## src/rtl/cnt_bank.sv

```systemverilog
// Multi-channel event counter bank with split low/high segments, a precomputed
// carry and a registered read port. Define CNT_BANK_SAT_EN for saturating counters.
module cnt_bank #(
    parameter int CH_NUM = 8,
    parameter int CNT_W  = 32,
    parameter int LO_W   = 16,
    parameter int ADDR_W = 3
) (
    input  logic              clk,
    input  logic              a_clr,
    input  logic              s_clr,
    input  logic [CH_NUM-1:0] en,
    input  logic              rd_en,
    input  logic [ADDR_W-1:0] rd_addr,
    input  logic              rd_clr,
    output logic              rd_vld,
    output logic [CNT_W-1:0]  rd_data,
    output logic              rd_ovf,
    output logic [CH_NUM-1:0] ovf
);

    localparam int HI_W = CNT_W - LO_W;
    localparam logic [LO_W-1:0] LO_PRE = ~LO_W'(1);
    localparam logic [HI_W-1:0] HI_PRE = ~HI_W'(1);

    logic [CNT_W-1:0]  w_cnt [CH_NUM];
    logic [CH_NUM-1:0] w_rdClr;
    logic [CNT_W-1:0]  w_rdVal;
    logic              w_rdOvf;

    for (genvar g = 0; g < CH_NUM; g++) begin : gCh
        logic [LO_W-1:0] r_lo;
        logic [HI_W-1:0] r_hi;
        logic            r_loMax;
        logic            r_hiMax;
        logic            r_ovf;

        assign w_rdClr[g] = rd_en & rd_clr & (rd_addr == ADDR_W'(g));
        assign w_cnt[g]   = {r_hi, r_lo};
        assign ovf[g]     = r_ovf;

        // r_loMax/r_hiMax mirror "segment is all ones" one cycle early, so the
        // high-segment increment never waits on a wide low-segment compare.
        always_ff @(posedge clk or posedge a_clr) begin
            if (a_clr) begin
                r_lo    <= '0;
                r_hi    <= '0;
                r_loMax <= 1'b0;
                r_hiMax <= 1'b0;
                r_ovf   <= 1'b0;
            end else if (s_clr) begin
                r_lo    <= '0;
                r_hi    <= '0;
                r_loMax <= 1'b0;
                r_hiMax <= 1'b0;
                r_ovf   <= 1'b0;
            end else if (w_rdClr[g]) begin
                r_hi    <= '0;
                r_hiMax <= 1'b0;
                r_ovf   <= 1'b0;
                if (en[g]) begin
                    r_lo    <= LO_W'(1);
                    r_loMax <= (LO_W == 1);
                end else begin
                    r_lo    <= '0;
                    r_loMax <= 1'b0;
                end
            end else if (en[g]) begin
`ifdef CNT_BANK_SAT_EN
                if (r_loMax && r_hiMax) begin
                    r_ovf <= 1'b1;
                end else begin
                    r_lo    <= r_lo + 1'b1;
                    r_loMax <= (r_lo == LO_PRE);
                    if (r_loMax) begin
                        r_hi    <= r_hi + 1'b1;
                        r_hiMax <= (r_hi == HI_PRE);
                    end
                end
`else
                r_lo    <= r_lo + 1'b1;
                r_loMax <= (r_lo == LO_PRE);
                if (r_loMax) begin
                    r_hi    <= r_hi + 1'b1;
                    r_hiMax <= (r_hi == HI_PRE);
                end
                if (r_loMax && r_hiMax) begin
                    r_ovf <= 1'b1;
                end
`endif
            end
        end
    end

    // Unmatched addresses fall through to the zero default.
    always_comb begin
        w_rdVal = '0;
        w_rdOvf = 1'b0;
        for (int i = 0; i < CH_NUM; i++) begin
            if (rd_addr == ADDR_W'(i)) begin
                w_rdVal = w_cnt[i];
                w_rdOvf = ovf[i];
            end
        end
    end

    always_ff @(posedge clk or posedge a_clr) begin
        if (a_clr) begin
            rd_vld  <= 1'b0;
            rd_data <= '0;
            rd_ovf  <= 1'b0;
        end else begin
            rd_vld <= rd_en;
            if (rd_en) begin
                rd_data <= w_rdVal;
                rd_ovf  <= w_rdOvf;
            end
        end
    end

endmodule

```

## config.mk

```make
export PLATFORM = sky130hd
export DESIGN_NAME = cnt_bank
export DESIGN_NICKNAME = d
export VERILOG_FILES = /design/src/rtl/cnt_bank.sv
export SDC_FILE = /design/constraint.sdc
export NUM_CORES = 1
export LEC_CHECK = 0
export ABC_AREA = 1
export CAP_MARGIN = 40
export CORE_ASPECT_RATIO = 2
export CORE_MARGIN = 2
export CORE_UTILIZATION = 60
export CTS_BUF_LIST = sky130_fd_sc_hd__clkbuf_4 sky130_fd_sc_hd__clkbuf_8
export CTS_CLUSTER_DIAMETER = 50
export CTS_CLUSTER_SIZE = 16
export DETAILED_ROUTE_END_ITERATION = 6
export PLACE_DENSITY = 0.78
export SYNTH_ARGS = -nofsm -noshare
export SYNTH_HDL_FRONTEND = slang
export SYNTH_SLANG_ARGS = --single-unit
```

## constraint.sdc

```tcl
create_clock -name clk -period 12.3 [get_ports clk]
set_clock_uncertainty 0.15 [all_clocks]
set_input_delay 2.46 -clock clk [delete_from_list [all_inputs] [get_ports clk]]
set_output_delay 2.46 -clock clk [all_outputs]
set_load 0.01 [all_outputs]
```

==> flow_metrics.tcl, run 1 <==
set metrics [dict create \
    setup_ws_ns 6.96 \
    ant_nets 0 \
    multi_input_area_um2 9180 \
    nNetsFinal 2735 \
    vias 18148 \
    synth.most_common_cell "nand2_1" \
    slew_headroom_pct 38.5 \
    rows 91 \
    drt_iter0_drc 1400 \
    die_h_um 254 \
    grt_antenna_before_repair 2 \
    hpwl_mm 42.0 \
    grt_use_total_pct 33.9 \
    seqCellArea_um2 7860 \
    synth-seq-cells 314 \
    hold_viol 0 \
    p_clk_share_pct 35.0 \
    io_pins 58 \
    violations "design-rule violations" \
    syn_inst 2676 \
    synthTopCellsByArea "dfrtp_1, nand2_1, nor2_1" \
    insertion_delay_ns 0.63 \
    fp.dieArea_um2 32700 \
    cellPowerDensity_nw_per_um2 92.9 \
    synth-edff-count 0 \
    pwr-share-comb_pct 8.4 \
    post-route-util_pct 65.2 \
    maxSlewViolCount 0 \
    core_um2 30700 \
    cts_root_buf "clkbuf_8" \
    ys_top_cells_by_count "nand2_1, nor2_1, inv_1, dfrtp_1, nand3_1" \
    swShare_pct 26.9 \
    synth_warnings 0 \
    crit_path_max_fanout 53 \
    chipWidth_um 129 \
    finalSetupTns_ns 0 \
    globalplace.congestion 0.967 \
    switchingPower_uw 500 \
    post-place-ws_ns 6.36 \
    finalInstanceArea_um2 20000 \
    yosys.area.top_type "dfrtp_1" \
    drt_wl_total_mm 55.0 \
    drtPass1Iterations 7 \
    grt_pass1_wl_mm 88.2 \
    vias_per_cell 5.91 \
    stdcell_count 3071 \
    synth.distinct_cells 45 \
    seq_area_frac_synth_pct 41.9 \
    cts_buffers 26 \
    synth_nets 2724 \
    fmax_mhz 187 \
    grt_overflow 0 \
    n_fill_cell 2817 \
    leakagePower_nw 8.80 \
    crit_required_ns 12.66 \
    start_util_pct 60.9 \
    fin_crit_ns 5.34 \
    drive_above_1_share_pct 3.78 \
    place_area_um2 19500 \
    cts_hold_buf 0 \
    hold_path.class "register to register" \
    portBuffers 57 \
    setup_viol 0 \
    synth_area_um2 18700 \
    wire_per_inst_um 17.9 \
    ys.flop_type "dfrtp_1" \
    cts.sinks 314 \
    avgSynthCellArea_um2 7.00 \
    route.detailed.drc 2 \
    cp.arrival_ns 5.70 \
    crit_type "primary input to register" \
    cts_resized 0 \
    end_kind "register" \
    post_cts_buffers 0 \
    power.internal_mw 1.36 \
    ir_drop_mv 0.0958 \
    period_share_pct 43.4 \
    seqPwrFrac_pct 56.6 \
    cts_tree "done" \
    async_flop_share_pct 100 \
    clock_path_buffers 3 \
    cap_viol_max_count 0 \
    rsz0062_at_grt "false" \
    place_inst 3031 \
    power_mw 1.86 \
    cts.reportedPaths.clkPinSlew_ns 0.10 \
    synth_top_area_share_pct 41.9 \
    htreeDepth 1 \
    status "complete, but fails checks" \
    syn_to_final_growth_pct 6.97 \
    worstSetupStartpointType "primary input" \
    whs_ns 0.337 \
    worst_slew_pin_slew_ns 0.920 \
    grt_pass1_vias 17708 \
    grt_max_degree 68 \
]
cell type report:
class                   count  area share, %
well taps                 372           2.32
clock inverters            10          0.718
repair buffers             70           3.63
inverters                 339           6.39
diodes                      1         0.0125
clock buffers              29           1.93
flip-flops and latches    314           39.2
multi-input cells        1936           45.8
routing by layer:
layer,vias up,part of all wire (%),global-route usage (%)
li1,8689,-,-
met1,8549,36,36.8
met2,709,53,63.2
met3,199,5.0,3.47
met4,2,5.9,19.2
met5,-,0.018,0
path summary, 6_finish.rpt:
| path | to | slack, ns | from | depth (start not counted) |
|---|---|---|---|---|
| worst max-delay path | gCh[3].r_hi[14] | 6.96 | rd_addr[2] | 12 |
| worst min-delay path | rd_data[13] | 0.34 | rd_data[13] | 2 |
| worst max register to register | gCh[4].r_hi[11] | 10.29 | gCh[4].r_loMax | 7 |
| worst min register to register | rd_data[13] | 0.34 | rd_data[13] | 2 |
| max in group asynchronous | gCh[7].r_hi[4] | 7.94 | a_clr | 4 |
| min in group asynchronous | gCh[3].r_lo[7] | 2.12 | a_clr | 2 |
placed cells by master, fill, tap and decap left out, types with 57 or more instances in the layout:
| master | count |
|---|---|
| a21oi_1 | 161 |
| clkdlybuf4s50_1 | 57 |
| dfrtp_1 | 314 |
| inv_1 | 319 |
| nand2_1 | 625 |
| nand3_1 | 245 |
| nand4_1 | 107 |
| nor2_1 | 415 |
| nor3_1 | 103 |
| o21ai_0 | 94 |
critical path, stage by stage:
cell and delay, ns:
clkdlybuf4s50_1 0.53, inv_2 0.08, buf_4 0.42, buf_12 0.29
nand3_2 0.61, nor2_2 0.40, nor2_2 0.16, buf_4 0.28
nand2_4 0.13, nand3_1 0.10, o21ai_0 0.16, nor2_1 0.06
flip-flops by register name, indices dropped and copies added, names as in the netlist:
register     flops
gCh.r_hi       128
gCh.r_lo       128
rd_data         32
gCh.r_hiMax      8
gCh.r_loMax      8
gCh.r_ovf        8
rd_ovf           1
rd_vld           1
logic make-up after synthesis:
family                     synth area share (%)
AOI/OAI and AO/OA                          8.97
and+or+nand+nor                            36.2
xor gates and xnor gates                   1.64
DFF                                        41.9
adders and majority gates                  2.14
buffers and inverters                      9.08
power by group through the flow:
stage	logic, mW	clock network [mW]	registers (mW)
floorplan	0.0971	0	1.07
global placement	0.149	0	1.07
detailed placement	0.155	0	1.07
CTS	0.156	0.660	1.05
global route	0.172	0.698	1.06
finish	0.156	0.652	1.05
Note: power is estimated with default switching activity, not from simulation.
==> inputs of run 2 (changes only) <==
--- a/config.mk
+++ b/config.mk
@@ -9,12 +9,12 @@
 export CAP_MARGIN = 40
 export CORE_ASPECT_RATIO = 2
 export CORE_MARGIN = 2
-export CORE_UTILIZATION = 60
+export CORE_UTILIZATION = 58
 export CTS_BUF_LIST = sky130_fd_sc_hd__clkbuf_4 sky130_fd_sc_hd__clkbuf_8
 export CTS_CLUSTER_DIAMETER = 50
 export CTS_CLUSTER_SIZE = 16
 export DETAILED_ROUTE_END_ITERATION = 6
-export PLACE_DENSITY = 0.78
+export PLACE_DENSITY = 0.79
 export SYNTH_ARGS = -nofsm -noshare
 export SYNTH_HDL_FRONTEND = slang
 export SYNTH_SLANG_ARGS = --single-unit
==> constraint.sdc (replaced) <==
create_clock -name clk -period 4.8 [get_ports clk]
set_clock_uncertainty 0.15 [all_clocks]
set_input_delay 0.96 -clock clk [delete_from_list [all_inputs] [get_ports clk]]
set_output_delay 0.96 -clock clk [all_outputs]
set_load 0.01 [all_outputs]
==> run 2 against run 1 <==
The flow now finishes without violations. Combinational power grew to 2.7 times the previous value. Sequential power grew to 2.6 times the previous value. Die area grew 3.4%. Worst hold slack lost 0.0045 ns. Clock-buffer cell count is the same. Register-to-register slack lost 7.6 ns. Sequential share of layout area shrank 0.27 points. Flip-flop and latch count is the same. Via count grew 1.2%. Critical endpoint is now gCh[0].r_lo[14]. Largest cell class unchanged. Largest power group unchanged.
==> flow_metrics.tcl, run 2 (same netlist as run 1, synthesis figures left out) <==
set metrics [dict create \
    nNetsFinal 2748 \
    grt_use_met1_pct 35.3 \
    slew_headroom_pct 48.8 \
    core_um2 32000 \
    end_kind "register" \
    wire_per_inst_um 17.9 \
    leakagePower_nw 8.85 \
    io_pins 58 \
    p_clk_share_pct 34.5 \
    crit_required_ns 5.17 \
    htreeDepth 1 \
    start_util_pct 58.5 \
    drtPass1Iterations 6 \
    portBuffers 57 \
    swShare_pct 27.6 \
    chipWidth_um 131 \
    status "completed" \
    rsz0062_at_grt "false" \
    place_area_um2 19700 \
    cts.reportedPaths.clkPinSlew_ns 0.11 \
    crit_path_max_fanout 34 \
    hpwl_mm 43.0 \
    ir_drop_mv 0.212 \
    fmax_mhz 293 \
    ant_nets 0 \
    route.detailed.drc 0 \
    cts_tree "done" \
    cts.sinks 314 \
    drive_above_1_share_pct 4.21 \
    grt_use_total_pct 33.5 \
    die_h_um 258 \
    met2_usage_pct 61.6 \
    busiest_layer "met2" \
    cellPowerDensity_nw_per_um2 236 \
    pwr-share-comb_pct 8.7 \
    cts_root_buf "clkbuf_8" \
    worst_slew_pin_slew_ns 0.766 \
    drt_iter0_drc 1364 \
    period_share_pct 71.1 \
    vias_per_cell 5.85 \
    post-route-util_pct 63.1 \
    crit_type "primary input to register" \
    globalplace.congestion 0.986 \
    met3_usage_pct 3.98 \
    fp.dieArea_um2 33800 \
    hold_viol 0 \
    cts_buffers 26 \
    switchingPower_mw 1.31 \
    grt_pass1_wl_mm 89.7 \
    worstSetupStartpointType "primary input" \
    syn_to_final_growth_pct 7.69 \
    grt_max_degree 88 \
    finalInstanceArea_um2 20200 \
    grt_antenna_before_repair 1 \
    power.internal_mw 3.44 \
    maxSlewViolCount 0 \
    setup_ws_ns 1.39 \
    cap_viol_max_count 0 \
    post-place-ws_ns 0.787 \
    vias 18365 \
    layout_common_cells "nand2_1, nor2_1, inv_1" \
    cts_resized 0 \
    reg.largest.list "gCh.r_hi (128), gCh.r_lo (128), rd_data (32)" \
    cts_hold_buf 0 \
    insertion_delay_ns 0.63 \
    fin_crit_ns 3.41 \
    grt_pass1_vias 17979 \
    rows 93 \
    drt_wl_total_mm 56.3 \
    clock_path_buffers 3 \
    grt_overflow 0 \
    post_cts_buffers 0 \
    cp.arrival_ns 3.79 \
    n_fill_cell 2940 \
    setup_viol 0 \
    seqPwrFrac_pct 56.8 \
    hold_path.class "register to register" \
    layout_commonest_cell "nand2_1" \
]
run 2: cell count changes in the layout (fill, tap and decap cells not counted):
cell       change
clkbuf_8       -1
buf_12         +4
bufinv_16      -1
clkinv_4       -1
buf_8          -1
clkbuf_4       +1
buf_16         -2
clkinv_2       -1
buf_4         +12
inv_6          +2
run 2: layout make-up:
class                   count  area [µm²]  area share (%)
repair buffers             83         828            4.11
multi-input cells        1936        9180            45.5
flip-flops and latches    314        7860            38.9
diodes                      1        2.50          0.0124
clock buffers              29         380            1.89
clock inverters             9         121           0.602
inverters                 339        1280            6.33
well taps                 427         534            2.65
run 2: power groups by stage:
stage          Clock (mW)  Combinational (mW)  Sequential (mW)
6_report             1.64               0.415             2.70
4_1_cts              1.66               0.413             2.70
3_3_place_gp            0               0.400             2.75
2_1_floorplan           0               0.249             2.75
5_1_grt              1.76               0.455             2.70
3_5_place_dp            0               0.411             2.75
run 2: metrics by stage:
stage	TNS [ns]	cells	total power, mW	hold WS, ns
6_report	0	3138	4.75	0.332
3_3_place_gp	0	3097	3.15	0.314
5_1_grt	0	3138	4.92	0.359
3_5_place_dp	0	3099	3.16	0.315
2_1_floorplan	-154.76	2676	3.00	0.299
4_1_cts	0	3137	4.78	0.335
run 2: worst paths after layout:
path | slack (ns) | depth (start not counted) | start | endpoint
max | 1.39 | 9 | rd_addr[0] | gCh[0].r_lo[14]
max in group asynchronous | 2.95 | 4 | a_clr | gCh[7].r_hi[7]
min reg2reg | 0.33 | 1 | gCh[2].r_hiMax | gCh[2].r_ovf
max reg2reg | 2.66 | 7 | gCh[7].r_loMax | gCh[7].r_hi[8]
min in group asynchronous | 0.51 | 2 | a_clr | rd_data[1]
min | 0.33 | 1 | gCh[2].r_hiMax | gCh[2].r_ovf
run 2: critical path: stages:
cell,delay [ns]
clkdlybuf4s50_1,0.63
nor2_4,0.70
nand3_1,0.27
nand2_2,0.41
inv_2,0.29
nand2_2,0.20
nand2_1,0.11
o21ai_0,0.16
nor2_1,0.05
run 2: routing by layer:
metal  up-vias  part of all wire (%)
li1       8725                     -
met1      8738                    35
met4         0                   7.0
met2       692                    52
met3       210                   5.3
met5         -                     0
==> inputs of run 3 (changes only) <==
--- a/config.mk
+++ b/config.mk
@@ -9,12 +9,12 @@
 export CAP_MARGIN = 40
 export CORE_ASPECT_RATIO = 2
 export CORE_MARGIN = 2
-export CORE_UTILIZATION = 58
+export CORE_UTILIZATION = 60
 export CTS_BUF_LIST = sky130_fd_sc_hd__clkbuf_4 sky130_fd_sc_hd__clkbuf_8
 export CTS_CLUSTER_DIAMETER = 50
 export CTS_CLUSTER_SIZE = 16
 export DETAILED_ROUTE_END_ITERATION = 6
-export PLACE_DENSITY = 0.79
+export PLACE_DENSITY = 0.78
 export SYNTH_ARGS = -nofsm -noshare
 export SYNTH_HDL_FRONTEND = slang
 export SYNTH_SLANG_ARGS = --single-unit
==> constraint.sdc (replaced) <==
create_clock -name clk -period 3.21 [get_ports clk]
set_clock_uncertainty 0.15 [all_clocks]
set_input_delay 0.642 -clock clk [delete_from_list [all_inputs] [get_ports clk]]
set_output_delay 0.642 -clock clk [all_outputs]
set_load 0.01 [all_outputs]
==> run 3 against run 2 <==
Setup slack got worse by 0.68 ns. Critical path depth unchanged. Utilization rose by 3.7 points. Sequential power rose by 50%. Register-to-register slack got worse by 1.6 ns. Global-route usage grew 2.7 points. First-iteration DRC count up 22%.
==> flow_metrics.tcl, run 3 (same netlist as run 1, synthesis figures left out) <==
set metrics [dict create \
    ir_drop_mv 0.411 \
    rsz0062_at_grt "false" \
    hpwl_mm 45.1 \
    cts_resized 0 \
    maxSlewViolCount 0 \
    path_depth 9 \
    ant_nets 0 \
    drive_above_1_share_pct 5.70 \
    fmax_mhz 399 \
    crit_path_max_fanout 34 \
    rr_worst_depth 7 \
    grt_pass1_vias 18147 \
    start_util_pct 60.9 \
    reg.largest.list "gCh.r_hi (128), gCh.r_lo (128), rd_data (32)" \
    layout_commonest_cell "nand2_1" \
    cpMaxStageDelayCell "nor2_4" \
    htreeDepth 1 \
    busiest_layer "met2" \
    stdcell_count 3126 \
    leakagePower_nw 9.08 \
    portBuffers 57 \
    cts_tree "done" \
    grt_max_degree 90 \
    vias 18462 \
    worst_r2r_endpoint "gCh[7].r_lo[10]" \
    worst_slew_pin_slew_ns 0.782 \
    layout_common_cells "nand2_1, nor2_1, inv_1" \
    hold_path.class "primary input to async pin" \
    post-place-ws_ns 0.109 \
    drt_iter0_drc 1662 \
    chipWidth_um 129 \
    wire_per_inst_um 18.7 \
    route.detailed.drc 0 \
    period_share_pct 78.0 \
    crit_path_frequent_cell "nand2_2" \
    crit_buf_inv 2 \
    fin_crit_ns 2.50 \
    r2r_slack_ns 1.09 \
    post_cts_buffers 0 \
    cts_hold_buf 0 \
    io_pins 58 \
    insertion_delay_ns 0.64 \
    grt_overflow 0 \
    cp.arrival_ns 2.89 \
    cpLargestDelayFamily "simple AND/OR/NAND/NOR gates" \
    cap_viol_max_count 0 \
    setup_ws_ns 0.706 \
    met3_usage_pct 3.62 \
    place_area_um2 19900 \
    whs_ns 0.160 \
    finalInstanceArea_um2 20500 \
    grt_use_total_pct 36.2 \
    hold_viol 0 \
    grt_pass1_wl_mm 93.0 \
    regToRegStartpoint "gCh[7].r_lo[1]" \
    cts.sinks 314 \
    slew_headroom_pct 47.8 \
    fp.dieArea_um2 32700 \
    cts.reportedPaths.clkPinSlew_ns 0.11 \
    grt_use_met1_pct 39.7 \
    vias_per_cell 5.91 \
    globalplace.congestion 0.988 \
    crit_required_ns 3.60 \
    core_um2 30700 \
    cts_buffers 28 \
    drtPass1Iterations 6 \
    grt_antenna_before_repair 1 \
    worstSetupStartpointType "primary input" \
    clock_path_buffers 3 \
    die_h_um 254 \
    status "completed" \
    cellPowerDensity_nw_per_um2 363 \
    drt_wl_total_mm 58.5 \
    rows 91 \
    place_inst 3078 \
    syn_to_final_growth_pct 9.51 \
    setup_viol 0 \
    critical_path.cell_chain "clkdlybuf4s50_1 -> nor2_4 -> nand3_1 -> nand2_2 -> inv_2 -> nand2_2 -> nand2_1 -> o21ai_0 -> nor2_1" \
    met2_usage_pct 66.8 \
    critPathMaxStageDelay_ns 0.70 \
    crit_type "primary input to register" \
    nNetsFinal 2784 \
    cts_root_buf "clkbuf_8" \
    end_kind "register" \
]
-- run 3: how the worst max path moves through the flow --
stage                            to    startpoint
floorplan            gCh[0].r_hiMax         a_clr
global placement    gCh[0].r_lo[14]    rd_addr[1]
detailed placement  gCh[0].r_lo[14]    rd_addr[1]
CTS                          ovf[6]  gCh[6].r_ovf
global route        gCh[0].r_lo[14]    rd_addr[1]
finish              gCh[0].r_lo[14]    rd_addr[1]
-- run 3: through the flow --
step | utilization, % | TNS (ns) | power, mW
2_1_floorplan | - | -554.17 | 4.49
3_3_place_gp | 64.7 | 0 | 4.76
3_5_place_dp | 64.7 | 0 | 4.77
4_1_cts | 66.7 | 0 | 7.47
5_1_grt | 66.7 | 0 | 7.69
6_report | 66.7 | 0 | 7.45
-- run 3: report_power, final --
| group | internal [mW] | switching, mW |
|---|---|---|
| logic | 0.202 | 0.453 |
| clock network | 1.20 | 1.55 |
| registers | 4.00 | 0.0476 |
| total | 5.40 | 2.05 |
-- run 3: layout make-up --
cell class | instances | area (µm²)
sequential | 314 | 7860
antenna | 1 | 2.50
inverter | 339 | 1280
fill | 2741 | 10200
multi-input combinational | 1936 | 9180
tap | 372 | 465
timing repair buffer | 117 | 1110
clock buffer | 33 | 448
clock inverter | 14 | 183
-- run 3: metal layers --
metal / vias to the layer above / share of wire, %
met1: 8803 / 36
met3: 199 / 4.5
met4: 0 / 6.3
li1: 8804 / -
met5: - / 0
met2: 656 / 53
